### config.mk
export PLATFORM = sky130hd
export DESIGN_NAME = serial_add_driver
export DESIGN_NICKNAME = d
export VERILOG_FILES = /design/src/rtl/serial_add_driver_pkg.sv /design/src/rtl/serial_add_shifter.sv /design/src/rtl/serial_add_driver.sv
export SDC_FILE = /design/constraint.sdc
export NUM_CORES = 1
export LEC_CHECK = 0
export ABC_AREA = 1
export BUFFER_PORTS_ARGS = -buffer_cell sky130_fd_sc_hd__buf_4
export CELL_PAD_IN_SITES_DETAIL_PLACEMENT = 1
export CELL_PAD_IN_SITES_GLOBAL_PLACEMENT = 1
export CORE_MARGIN = 4
export CORE_UTILIZATION = 42
export CTS_CLUSTER_SIZE = 20
export DETAILED_ROUTE_END_ITERATION = 8
export PLACE_DENSITY = 0.95
export SLEW_MARGIN = 25
export SYNTH_ARGS = -nofsm -noshare
export SYNTH_HDL_FRONTEND = slang
export SYNTH_SLANG_ARGS = --single-unit
### constraint.sdc
create_clock -name CLK -period 3.1 [get_ports CLK]
set_clock_uncertainty 0.1 [all_clocks]
set_input_delay 0.155 -clock CLK [delete_from_list [all_inputs] [get_ports CLK]]
set_output_delay 0.155 -clock CLK [all_outputs]
set_load 0.05 [all_outputs]
### src/rtl/serial_add_driver_pkg.sv
// Shared definitions for the serial adder initiator: state encoding and
// default geometry of the operand/sum path.
package serial_add_driver_pkg;

   localparam int unsigned DEF_WIDTH     = 8;
   localparam int unsigned DEF_ADDER_LAT = 1;

   typedef enum logic [2:0] {
      ST_IDLE  = 3'd0,
      ST_CLR   = 3'd1,
      ST_SHIFT = 3'd2,
      ST_DRAIN = 3'd3,
      ST_DONE  = 3'd4
   } state_e;

endpackage

### src/rtl/serial_add_shifter.sv
// Operand PISO pair (A/B, LSB-first) plus sum SIPO filled from the MSB side.
// Controls: load captures operands, shift_out advances A/B, shift_in takes one sum bit.
module serial_add_shifter
   import serial_add_driver_pkg::*;
#(
   parameter int unsigned WIDTH = DEF_WIDTH
) (
   input  logic             CLK,
   input  logic             RST,
   input  logic             load_i,
   input  logic             shift_out_i,
   input  logic             shift_in_i,
   input  logic [WIDTH-1:0] a_i,
   input  logic [WIDTH-1:0] b_i,
   input  logic             s_i,
   output logic             a_lsb_o,
   output logic             b_lsb_o,
   output logic [WIDTH-1:0] sum_o
);

   logic [WIDTH-1:0] a_q, b_q, sum_q;

   // NOTE: sequential state uses <= so every register samples pre-edge values.
   always_ff @(posedge CLK) begin
      if (RST) begin
         a_q   <= '0;
         b_q   <= '0;
         sum_q <= '0;
      end else begin
         if (load_i) begin
            a_q <= a_i;
            b_q <= b_i;
         end else if (shift_out_i) begin
            a_q <= {1'b0, a_q[WIDTH-1:1]};
            b_q <= {1'b0, b_q[WIDTH-1:1]};
         end
         if (shift_in_i) begin
            sum_q <= {s_i, sum_q[WIDTH-1:1]};
         end
      end
   end

   assign a_lsb_o = a_q[0];
   assign b_lsb_o = b_q[0];
   assign sum_o   = sum_q;

endmodule

### src/rtl/serial_add_driver.sv
// Parallel-to-serial initiator for a bit-serial adder: clears the adder, streams
// operands LSB-first, gathers the delayed sum bits and returns the parallel result.
module serial_add_driver
   import serial_add_driver_pkg::*;
#(
   parameter int unsigned WIDTH     = DEF_WIDTH,
   parameter int unsigned ADDER_LAT = DEF_ADDER_LAT
) (
   input  logic             CLK,
   input  logic             RST,
   input  logic             req_valid,
   output logic             req_ready,
   input  logic [WIDTH-1:0] op_a,
   input  logic [WIDTH-1:0] op_b,
   input  logic             op_cin,
   output logic             rsp_valid,
   input  logic             rsp_ready,
   output logic [WIDTH-1:0] rsp_sum,
   output logic             rsp_cout,
   output logic             sa_start,
   output logic             sa_rst,
   output logic             sa_a,
   output logic             sa_b,
   output logic             sa_cin,
   input  logic             sa_s,
   input  logic             sa_cout,
   output logic             busy
);

   localparam int unsigned   CW   = $clog2(WIDTH);
   localparam logic [CW-1:0] LAST = CW'(WIDTH - 1);

   state_e         state_q, state_d;
   logic           req_ready_q, req_ready_d;
   logic           rsp_valid_q, rsp_valid_d;
   logic           rsp_cout_q, rsp_cout_d;
   logic           sa_start_q, sa_start_d;
   logic           sa_rst_q, sa_rst_d;
   logic           sa_a_q, sa_a_d;
   logic           sa_b_q, sa_b_d;
   logic           sa_cin_q, sa_cin_d;
   logic           cin_q, cin_d;
   logic           busy_q, busy_d;
   logic [CW-1:0]  bit_cnt_q, bit_cnt_d;
   logic [CW-1:0]  cap_cnt_q, cap_cnt_d;
   // drv_q marks a cycle in which a bit is on sa_a/sa_b; the pipe ages it to the capture slot.
   logic                 drv_q, drv_d;
   logic [ADDER_LAT-1:0] vld_pipe_q, vld_pipe_d;

   logic load, shift_out, shift_in, capture;
   logic a_lsb, b_lsb;

   serial_add_shifter #(.WIDTH(WIDTH)) u_shifter (
      .CLK         (CLK),
      .RST         (RST),
      .load_i      (load),
      .shift_out_i (shift_out),
      .shift_in_i  (shift_in),
      .a_i         (op_a),
      .b_i         (op_b),
      .s_i         (sa_s),
      .a_lsb_o     (a_lsb),
      .b_lsb_o     (b_lsb),
      .sum_o       (rsp_sum)
   );

   always_ff @(posedge CLK) begin
      if (RST) begin
         state_q     <= ST_IDLE;
         req_ready_q <= 1'b0;
         rsp_valid_q <= 1'b0;
         rsp_cout_q  <= 1'b0;
         sa_start_q  <= 1'b0;
         sa_rst_q    <= 1'b0;
         sa_a_q      <= 1'b0;
         sa_b_q      <= 1'b0;
         sa_cin_q    <= 1'b0;
         cin_q       <= 1'b0;
         busy_q      <= 1'b0;
         bit_cnt_q   <= '0;
         cap_cnt_q   <= '0;
         drv_q       <= 1'b0;
         vld_pipe_q  <= '0;
      end else begin
         state_q     <= state_d;
         req_ready_q <= req_ready_d;
         rsp_valid_q <= rsp_valid_d;
         rsp_cout_q  <= rsp_cout_d;
         sa_start_q  <= sa_start_d;
         sa_rst_q    <= sa_rst_d;
         sa_a_q      <= sa_a_d;
         sa_b_q      <= sa_b_d;
         sa_cin_q    <= sa_cin_d;
         cin_q       <= cin_d;
         busy_q      <= busy_d;
         bit_cnt_q   <= bit_cnt_d;
         cap_cnt_q   <= cap_cnt_d;
         drv_q       <= drv_d;
         vld_pipe_q  <= vld_pipe_d;
      end
   end

   // NOTE: every always_comb output gets a default first so no path can infer a latch.
   always_comb begin
      state_d     = state_q;
      req_ready_d = 1'b0;
      rsp_valid_d = 1'b0;
      rsp_cout_d  = rsp_cout_q;
      sa_start_d  = 1'b0;
      sa_rst_d    = 1'b0;
      sa_a_d      = 1'b0;
      sa_b_d      = 1'b0;
      sa_cin_d    = 1'b0;
      cin_d       = cin_q;
      bit_cnt_d   = bit_cnt_q;
      cap_cnt_d   = cap_cnt_q;
      drv_d       = 1'b0;
      load        = 1'b0;
      shift_out   = 1'b0;
      shift_in    = 1'b0;

      vld_pipe_d[0] = drv_q;
      for (int i = 1; i < ADDER_LAT; i++) begin
         vld_pipe_d[i] = vld_pipe_q[i-1];
      end
      capture = vld_pipe_q[ADDER_LAT-1] && (state_q == ST_SHIFT || state_q == ST_DRAIN);

      // Outputs are computed for the state being entered, so they register in step with it.
      case (state_q)
         ST_IDLE: begin
            req_ready_d = 1'b1;
            if (req_valid && req_ready_q) begin
               load        = 1'b1;
               cin_d       = op_cin;
               cap_cnt_d   = '0;
               sa_rst_d    = 1'b1;
               req_ready_d = 1'b0;
               state_d     = ST_CLR;
            end
         end
         ST_CLR: begin
            sa_a_d     = a_lsb;
            sa_b_d     = b_lsb;
            sa_start_d = 1'b1;
            sa_cin_d   = cin_q;
            drv_d      = 1'b1;
            shift_out  = 1'b1;
            bit_cnt_d  = '0;
            state_d    = ST_SHIFT;
         end
         ST_SHIFT: begin
            if (bit_cnt_q == LAST) begin
               state_d = ST_DRAIN;
            end else begin
               sa_a_d    = a_lsb;
               sa_b_d    = b_lsb;
               drv_d     = 1'b1;
               shift_out = 1'b1;
               bit_cnt_d = bit_cnt_q + CW'(1);
            end
         end
         ST_DRAIN: begin
         end
         ST_DONE: begin
            rsp_valid_d = 1'b1;
            if (rsp_ready) begin
               rsp_valid_d = 1'b0;
               req_ready_d = 1'b1;
               state_d     = ST_IDLE;
            end
         end
         default: state_d = ST_IDLE;
      endcase

      // The final bit always lands after SHIFT, so this never overrides a SHIFT transition.
      if (capture) begin
         shift_in  = 1'b1;
         cap_cnt_d = cap_cnt_q + CW'(1);
         if (cap_cnt_q == LAST) begin
            cap_cnt_d   = '0;
            rsp_cout_d  = sa_cout;
            rsp_valid_d = 1'b1;
            state_d     = ST_DONE;
         end
      end

      busy_d = (state_d != ST_IDLE);
   end

   assign req_ready = req_ready_q;
   assign rsp_valid = rsp_valid_q;
   assign rsp_cout  = rsp_cout_q;
   assign sa_start  = sa_start_q;
   assign sa_rst    = sa_rst_q;
   assign sa_a      = sa_a_q;
   assign sa_b      = sa_b_q;
   assign sa_cin    = sa_cin_q;
   assign busy      = busy_q;

endmodule

## After elaboration in Yosys (flattened, before gate mapping)

Index checks and enable logic that the tools add are counted.

- Bits in registers: 45
- Memory bits (read-only): 0
- Logic and storage cells: 75
- Bits in latches: 0
- Output and inout port bits: 17
- Bits of input ports: 23
- RAM bits: 0
- Memories kept: 0

- Reductions and logical operators: 14
- $lt $le $gt $ge: 0
- Equal/unequal tests: 7
- Shifts and indexed selects: 0
- Divide/modulo/power cells: 0
- Bitwise logic cells: 1
- Muxes and demuxes: 33
- $add $sub $neg: 2
- $mul: 0

Operators with widths:

| cell | count |
|---|---|
| $mux 8 | 4 |
| $mux 3 | 10 |
| $pmux 3 s5 | 1 |
| $mux 1 | 13 |
| $eq 3x3->1 const B | 3 |
| $pmux 1 s2 | 4 |
| $reduce_and 2->1 | 4 |
| $reduce_bool 2->1 | 4 |
| $add 3x1->3 const B | 2 |
| $eq 3x2->1 const B | 2 |
| $pmux 3 s2 | 1 |
| $eq 3x1->1 const B | 1 |
| $logic_not 3->1 | 1 |
| $reduce_bool 3->1 | 1 |
| $logic_and 1x1->1 | 2 |
| $ne 2x2->1 const B | 1 |
| $reduce_or 2->1 | 1 |
| $logic_or 1x1->1 | 1 |
| $not 1->1 | 1 |

## Logic depth before layout (Yosys ltp)

- Depth after elaboration: 6
- Mapped depth: 9
- Gate-level depth less buffers: 8

## By module

A second synthesis with hierarchy kept.

- Cells, all modules: 269
- Area, all modules: 1968.1 µm²

By module, submodules not included:

| module | cells each | seq. area each (µm²) | area an instance (µm²) | instances |
|---|---|---|---|---|
| serial_add_shifter | 160 | 480.5 | 1072.3 | 1 |
| serial_add_driver | 109 | 420.4 | 895.9 | 1 |

## Worst setup path before layout

No wires, ideal clock.

- Path kind: flip-flop to flip-flop
- Start: register bit_cnt_q[0]
- End: register u_shifter.a_q[3]
- Clock period less this slack: 1589 ps
- Path buffers: 1
- Arrival time: 1380 ps
- Setup time: 109 ps
- Required time: 2891 ps
- Stages on the path, launching flop included: 10
- Slack: 1511 ps
- Path through: dfxtp_1 > ha_1 > ha_1 > o21ai_2 > nand2_4 > buf_6 > nand3_2 > nand3_1 > nand2_1 > inv_1

- Longest elaborated chain between the ends: 4

Ends and longest elaborated chain:

| what | RTL line | text |
|---|---|---|
| from (decl) | serial_add_driver.sv:44 | `logic [CW-1:0] bit_cnt_q, bit_cnt_d;` |
| from (signal assigned) | serial_add_driver.sv:96 | `bit_cnt_q <= bit_cnt_d;` |
| $eq 3x3->1 | serial_add_driver.sv:152 | `if (bit_cnt_q == LAST) begin` |
| $mux 1 | serial_add_driver.sv:152 |  |
| $pmux 1 s2 | serial_add_driver.sv:129 | `case (state_q)` |
| $reduce_bool 2->1 (no source line) | n/a |  |
| to (signal assigned) | serial_add_shifter.sv:31 | `a_q <= a_i;` |
| to (signal assigned) | serial_add_shifter.sv:34 | `a_q <= {1'b0, a_q[WIDTH-1:1]};` |
| to (decl) | serial_add_shifter.sv:21 | `logic [WIDTH-1:0] a_q, b_q, sum_q;` |

No other way between the ends.
A chain may end at the register's enable or synchronous reset.

## Worst setup path in the final report

- Start: register bit_cnt_q[0]
- End: register u_shifter.a_q[6]

Same word-level chain as after synthesis.

==> flow_summary.toml <==
[clock_tree]
insertion_delay_ns = 0.30
cts_sinks = 45
h-tree-depth = 2
clk_pin_slew_worst_paths_ns = 0.08
cts_tree = "done"
cts_made_buffers = 5
cts_root_buf = "clkbuf_8"
cts_setup_buffers = 0
clk_path_buf_depth = 2

[pwr]
vdd_ir_drop_max_mv = 0.293
p_per_area_nw_per_um2 = 514
total_power_w = 0.00122
leakagePower_nw = 1.20

[grt]
antenna_found_initial = 0
grt.total_usage_pct = 18.9
grt_pass1_wl_mm = 9.15
grt_pass1_vias = 1967
grt_overflow = 0
grt_max_degree = 32

[timing]
drv_slew = 0
fmax_mhz = 456
finalSetupViolCount = 0
rsz0062_at_grt = "no"
worstMarginPinSlew_ns = 0.912
fin_crit_sh_pct = 70.7
final_hold_viol_count = 0
min_period_ns = 2.19
timing.slew.headroom_pct = 39.2
fin_tns_setup_ns = 0

[layout]
fillers = 569
final_common_cell = "nand2_1"
syn_to_final_growth_pct = 22.3
diodes = 0
nets = 319
mostFrequentLayoutCells = "nand2_1, dfxtp_1, buf_4"
layout-drive-gt1-share_pct = 22.9

[detailed_routing]
routed_wl_mm = 5.29
drtAntennaViolNets = 0
routed-via-count = 1808
via_per_inst = 5.24
first_pass_iters = 6
wl_per_cell_um = 15.3
drcViolationCount = 0
first_iter_violations = 80

[floorplan]
coreArea_um2 = 4410
io_pins = 40
start_util_pct = 44.0
dieArea_um2 = 5780
chipHeight_um = 76.0
die_w_um = 76.0
rows = 24

[run]
maxCapViolCount = 0

[outcome]
outcome = "complete, no violations"

[placement]
port_buffers = 39
dp_hpwl_mm = 3.53
place_congestion = 0.751

[synth]
synth_area_leaders = "dfxtp_1, nand2_1, nand3_1, inv_1, nor2_1"
synth_nets = 281
avgSynthCellArea_um2 = 7.65
yosysTopAreaCell = "dfxtp_1"
syn_inst = 254
ys_seq_elements = 45
netlist_area_um2 = 1940
yosysSeqAreaShare_pct = 46.3
ys_types = 23
ys_warn_count = 0
yosys.area.top_type_share_pct = 46.3

[worst_setup_path]
end_kind = "register"
cp_max_fo = 19
worstSetupPathType = "register to register"
cp.required_ns = 3.19
ff2ff_setup_slack_ns = 0.91
start_kind = "register"
crit_arrival_ns = 2.28

[worst_hold_path]
hold_class = "input port to register"
==> cells in the mapped netlist, drive strengths merged <==
cell type / count
nand2: 53
dfxtp: 45
nand3: 36
inv: 34
nor2: 29
o21ai: 16
nand4: 14
a21oi: 9
buf: 9
ha: 4
clkbuf: 3
nor3: 1
o211ai: 1
==> kinds of logic after synthesis <==
family,after synthesis,synth area share (%)
AOI/OAI and AO/OA,26,7.21
and+or+nand+nor,133,33.3
buffers and inverters,46,10.6
adders and majority gates,4,2.57
DFF,45,46.3
==> report_power, final <==
group / switching [W] / internal (W) / leakage [nW] / total [W]
logic: 0.0000947 / 0.0000542 / 0.773 / 0.000149
clock network: 0.000198 / 0.000263 / 0.0585 / 0.000461
registers: 0.0000141 / 0.000599 / 0.365 / 0.000613
==> repair_timing <==
item,in CTS,in global routing
hold endpoints to repair,3,0
gates resized for setup,0,0
hold buffers,3,0
==> path summary, 6_finish.rpt <==
path / start / end / cells past startpoint
worst max register to register: bit_cnt_q[0] / u_shifter.a_q[6] / 8
worst min register to register: drv_q / vld_pipe_q / 2
worst min-delay path: op_cin / cin_q / 3
worst max-delay path: bit_cnt_q[0] / u_shifter.a_q[6] / 8
==> registers in the layout, indices dropped and copies added (netlist names) <==
signal,count
u_shifter.a_q,8
u_shifter.b_q,8
u_shifter.sum_o,8
bit_cnt_q,3
cap_cnt_q,3
state_q,3
busy,1
cin_q,1
drv_q,1
req_ready,1
rsp_cout,1
rsp_valid,1
sa_a,1
sa_b,1
sa_cin,1
sa_rst,1
sa_start,1
vld_pipe_q,1
==> layout make-up <==
| cell class | instances | area (µm²) | share of cell area (%) |
|---|---|---|---|
| flip-flops and latches | 45 | 901 | 37.9 |
| inverters | 34 | 128 | 5.37 |
| clock inverters | 1 | 30.0 | 1.26 |
| repair buffers | 43 | 330 | 13.9 |
| well taps | 52 | 65.1 | 2.74 |
| clock buffers | 7 | 86.3 | 3.63 |
| multi-input cells | 163 | 838 | 35.2 |
==> critical path: stages, from the launching register on <==
cell and delay, ns:
dfxtp_1 0.33, ha_1 0.20, ha_1 0.21, o21ai_2 0.57, nand2_4 0.29, nand3_1 0.16, nand3_1 0.08, nand2_1 0.07
inv_1 0.06
==> routing by layer <==
metal / vias to the layer above / track usage (%) / part of all wire [%]
met1: 868 / 21.8 / 42
met3: 13 / 4.14 / 3.4
met5: - / 0 / 0
li1: 893 / - / -
met4: 0 / 7.30 / 2.2
met2: 34 / 33.5 / 52
==> stage by stage <==
| step | cells | utilization [%] | hold slack, ns | instance area [µm²] | setup WS, ns |
|---|---|---|---|---|---|
| after floorplan | 254 | - | 0.132 | 1940 | 1.51 |
| final | 345 | 53.9 | 0.0299 | 2380 | 0.908 |
| after CTS | 345 | 53.9 | 0.0308 | 2380 | 0.930 |
| after global routing | 345 | 53.9 | 0.0317 | 2380 | 0.785 |
| after detailed placement | 334 | 50.6 | 0.283 | 2230 | 0.965 |
| after global placement | 334 | 50.6 | 0.271 | 2230 | 1.13 |
(Power assumes the default switching activity.)
